`src/rtl/piezo_seq.sv`:
```
// Piezo warning sequencer: three prioritised request patterns played as 4-step tone sequences.
// Optional macro PIEZO_BATT_LATCH_EN makes the battery-low request sticky until reset.
module piezo_seq #(
  parameter int NOTE_CYC = 8388608,
  parameter int HALF_A   = 15944,
  parameter int HALF_B   = 11945,
  parameter int HALF_C   = 9480,
  parameter int TONE_W   = 16
) (
  input  logic       clk,
  input  logic       rst_n,
  input  logic       ovr_spd,
  input  logic       batt_low,
  input  logic       moving,
  output logic       audio_o,
  output logic       audio_o_n,
  output logic       busy,
  output logic [1:0] mode
);

  localparam int SW = (NOTE_CYC > 1) ? $clog2(NOTE_CYC) : 1;

  logic [1:0]        req_mode;
  logic              batt_eff;
  logic [SW-1:0]     step_cnt, step_cnt_n;
  logic [1:0]        step_idx, step_idx_n;
  logic [TONE_W-1:0] tone_cnt, tone_cnt_n;
  logic              phase, phase_n;
  logic [TONE_W-1:0] half_cur;
  logic              tone_on_n;

`ifdef PIEZO_BATT_LATCH_EN
  // Sticky flag; OR-ing the live input lets the first pulse cycle take effect at once.
  logic batt_flag;
  always_ff @(posedge clk or negedge rst_n) begin
    if (!rst_n) batt_flag <= 1'b0;
    else        batt_flag <= batt_flag | batt_low;
  end
  assign batt_eff = batt_low | batt_flag;
`else
  assign batt_eff = batt_low;
`endif

  // Half-period for a (mode, step) pair; zero means the step is silent.
  function automatic logic [TONE_W-1:0] half_sel(input logic [1:0] m, input logic [1:0] s);
    half_sel = '0;
    case (m)
      2'd3: half_sel = s[0] ? TONE_W'(HALF_B) : TONE_W'(HALF_A);
      2'd2: half_sel = s[0] ? '0 : TONE_W'(HALF_C);
      2'd1: begin
        case (s)
          2'd0:    half_sel = TONE_W'(HALF_A);
          2'd1:    half_sel = TONE_W'(HALF_B);
          2'd2:    half_sel = TONE_W'(HALF_C);
          default: half_sel = '0;
        endcase
      end
      default: half_sel = '0;
    endcase
  endfunction

  always_comb begin
    req_mode   = 2'd0;
    if (ovr_spd)       req_mode = 2'd3;
    else if (batt_eff) req_mode = 2'd2;
    else if (moving)   req_mode = 2'd1;

    half_cur   = half_sel(mode, step_idx);
    step_cnt_n = step_cnt + SW'(1);
    step_idx_n = step_idx;
    tone_cnt_n = tone_cnt + TONE_W'(1);
    phase_n    = phase;

    if (req_mode != mode) begin
      step_cnt_n = '0;
      step_idx_n = 2'd0;
      tone_cnt_n = '0;
      phase_n    = 1'b0;
    end else if (step_cnt == SW'(NOTE_CYC - 1)) begin
      step_cnt_n = '0;
      step_idx_n = step_idx + 2'd1;
      tone_cnt_n = '0;
      phase_n    = 1'b0;
    end else if (half_cur == '0) begin
      tone_cnt_n = '0;
      phase_n    = 1'b0;
    end else if (tone_cnt == half_cur - TONE_W'(1)) begin
      tone_cnt_n = '0;
      phase_n    = ~phase;
    end

    // Outputs are registered from next-state so audio lines up with mode/step.
    tone_on_n = (half_sel(req_mode, step_idx_n) != '0);
  end

  always_ff @(posedge clk or negedge rst_n) begin
    if (!rst_n) begin
      mode      <= 2'd0;
      busy      <= 1'b0;
      step_cnt  <= '0;
      step_idx  <= 2'd0;
      tone_cnt  <= '0;
      phase     <= 1'b0;
      audio_o   <= 1'b0;
      audio_o_n <= 1'b0;
    end else begin
      mode      <= req_mode;
      busy      <= (req_mode != 2'd0);
      step_cnt  <= step_cnt_n;
      step_idx  <= step_idx_n;
      tone_cnt  <= tone_cnt_n;
      phase     <= phase_n;
      audio_o   <= tone_on_n & phase_n;
      audio_o_n <= tone_on_n & ~phase_n;
    end
  end

endmodule

```
`config.mk`:
```
export PLATFORM = sky130hd
export DESIGN_NAME = piezo_seq
export DESIGN_NICKNAME = d
export VERILOG_FILES = /design/src/rtl/piezo_seq.sv
export SDC_FILE = /design/constraint.sdc
export NUM_CORES = 1
export LEC_CHECK = 0
export BUFFER_PORTS_ARGS = -buffer_cell sky130_fd_sc_hd__buf_2
export CAP_MARGIN = 20
export CORE_MARGIN = 2
export CORE_UTILIZATION = 66
export CTS_BUF_LIST = sky130_fd_sc_hd__clkbuf_16
export DETAILED_ROUTE_END_ITERATION = 10
export PLACE_DENSITY = 0.82
export SLEW_MARGIN = 30
export SYNTH_ARGS = -nofsm -noshare
export SYNTH_HDL_FRONTEND = slang
export SYNTH_SLANG_ARGS = --single-unit
```
`constraint.sdc`:
```
create_clock -name clk -period 6.2 [get_ports clk]
set_input_delay 0.31 -clock clk [delete_from_list [all_inputs] [get_ports clk]]
set_output_delay 0.31 -clock clk [all_outputs]
set_load 0.03 [all_outputs]
```
==> metrics.yaml <==
floorplanning:
  dieArea_sq_um: 4600
  core-area_sq_um: 3970
  initial_utilization: 0.677
  die_y_microns: 67.8
  dieWidth_microns: 67.8
  ios: 10
  rows: 23
yosys:
  ys_seq_elements: 47
  synth-main-ff-cell: "dfrtp_1"
  synth_cell_types: 47
  netlist.area_leader.share: 0.437
  synth_area_sq_um: 2690
  avgSynthCellArea_sq_um: 9.51
  yosysWarnings: 0
  async_flop_share: 1.00
  seq_area_frac_synth: 0.437
  syn-num-nets: 298
  syn_inst: 283
  ys_top_cells_by_area: "dfrtp_1 44%, nor2_1 7.4%, xor2_1 7.2%"
  synth_top_area_cell: "dfrtp_1"
  synth-edff-count: 0
detailed_routing:
  vias: 2001
  drc_errors: 0
  routed_via_density: 5.82
  ant_nets: 0
  drt-total-wl_microns: 5040
  routedWlPerCell_microns: 14.7
  drt-initial-drc-count: 72
  drt_pre_antenna_iters: 4
clocking:
  clockBufferDepth: 2
  clk_pin_slew_ns: 0.06
  cts_tree: "done"
  ctsHtreeMaxLevel: 2
  cts_hold_buf: 0
  clock_latency_ns: 0.28
  cts_root_buf: "clkbuf_16"
  post_cts_resized: 0
  cts_num_sinks: 47
  cts_setup_buffers: 0
  cts_buffers: 5
layout:
  area_growth_pct: 8.37
  ff_latch_area_sq_um: 1180
  nFillCells: 299
  nNetsFinal: 308
  multi_input_area_sq_um: 1450
  final_cell_mix: "53 x nor2_1, 47 x dfrtp_1, 22 x xor2_1"
  final_common_cell: "nor2_1"
  design_area_sq_um: 2920
  antenna_cells: 0
  drive_above_1_share: 0.0918
sta:
  max_slew_margin: 0.430
  worst_slack_ns: 2.62
  rsz0062_at_grt: "false"
  setup_tns_ns: 0
  drv_slew: 0
  tightest_slew_ns: 0.855
  hold_viol_final: 0
  min_period_over_period: 0.577
  finClkSkew_ns: 0.00243
  hold_ws_ns: 0.0200
  timing.fmax_ghz: 0.279
  setup_violations: 0
  final.min_clock_period_ns: 3.58
outcome:
  status: "finished clean"
placement:
  preCtsSetupSlack_ns: 2.67
  routabilityCongestion: 0.850
  dp_hpwl_microns: 3510
  portBuffers: 9
  placed_area_sq_um: 2770
power_and_ir_drop:
  power_leakage_uw: 0.00120
  power_uw: 622
  irDropWorstVdd_v: 0.000195
  pwr_density_cell_nw_per_um2: 213
worst_setup_path:
  cp-startpoint: "step_idx[0]"
  crit_type: "reg2reg"
  arrival_ns: 3.72
  cp.required_ns: 6.34
  r2r_cells: 10
  setup.worst_path.end: "tone_cnt[4]"
  startpoint_type: "flop"
  r2r_slack_ns: 2.62
  worstPathMaxFanout: 16
  reg2reg_from: "step_idx[0]"
  rr_endpoint: "tone_cnt[4]"
  worst_setup_path_end_kind: "flop"
run:
  maxCapViolations: 0
min_path:
  hold_path.class: "in2async"
grt:
  grt_pass1_wl_microns: 8350
  grt_overflow_total: 0
  grt_max_degree: 48
  antenna_found_initial: 0
  grt.total_usage: 0.245
  grt_pass1_vias: 1937
## cell families after synthesis
group                      synth area share
DFF                                   0.437
muxes                               0.00372
AOI/OAI and AO/OA                    0.0916
and+or+nand+nor                       0.256
adders and majority gates            0.0465
xor gates and xnor gates              0.140
buffers and inverters                0.0251
## registers in the layout (all words and copies together), names as in the netlist
name       cells
step_cnt      23
tone_cnt      16
mode           2
step_idx       2
audio_o        1
audio_o_n      1
busy           1
phase          1
## final cells by class
class                           instances  area share
Multi-Input combinational cell        220       0.496
Sequential cell                        47       0.403
Clock buffer                            5      0.0429
Tap cell                               50      0.0215
Timing Repair Buffer                    9      0.0163
Inverter                               10      0.0129
Clock inverter                          3     0.00687
## where the power goes
group	internal (uW)	switching, uW	leakage [uW]
combinational	14.1	30.4	0.000498
clock	148	112	0.0000658
sequential	311	6.00	0.000638
## through the flow
| step | cells | utilization |
|---|---|---|
| finish | 344 | 0.734 |
| global route | 344 | 0.734 |
| CTS | 344 | 0.734 |
| detailed placement | 336 | 0.698 |
| global placement | 336 | 0.697 |
| floorplan | 283 | - |
## worst min path at each step
| stage | from | slack (ns) | end | cells after the start |
|---|---|---|---|---|
| detailed placement | rst_n | 0.35 | tone_cnt[6] | 1 |
| floorplan | rst_n | 0.01 | audio_o | 0 |
| global route | rst_n | 0.08 | tone_cnt[6] | 1 |
| finish | rst_n | 0.02 | tone_cnt[2] | 1 |
| CTS | rst_n | 0.04 | mode[0] | 1 |
| global placement | step_cnt[0] | 0.45 | step_cnt[0] | 1 |
## layer usage
| metal | share of wire | up-vias | wire [microns] | track usage |
|---|---|---|---|---|
| met5 | 0 | - | 0 | 0 |
| met1 | 0.45 | 961 | 2270 | 0.287 |
| met3 | 0.029 | 10 | 148 | 0.0559 |
| met4 | 0.018 | 0 | 91 | 0.0925 |
| li1 | - | 994 | - | - |
| met2 | 0.50 | 36 | 2530 | 0.439 |
## critical path, stage by stage, from the launching register on
cell	delay, ns
dfrtp_1	0.47
ha_1	0.32
nor2b_1	0.16
o21ai_0	0.37
ha_1	0.31
xor2_1	0.14
o311ai_0	0.14
or4_1	0.52
a221o_1	0.33
o21ai_2	0.54
nor2_1	0.12
## synth_stat cells (3+ instances only)
library cell,n
o21ai_0,4
nand3_1,14
or3_1,3
xor2_1,22
and3_1,7
or2_1,3
clkbuf_1,4
ha_1,10
nand2b_1,5
dfrtp_1,47
o21ai_1,3
xnor2_1,21
inv_1,9
nor2_1,53
and2_1,4
nand2_1,14
a21oi_1,5
nor2b_1,4
nor3_1,4
nand4_1,10
and4_1,3
(Power assumes the default switching activity.)
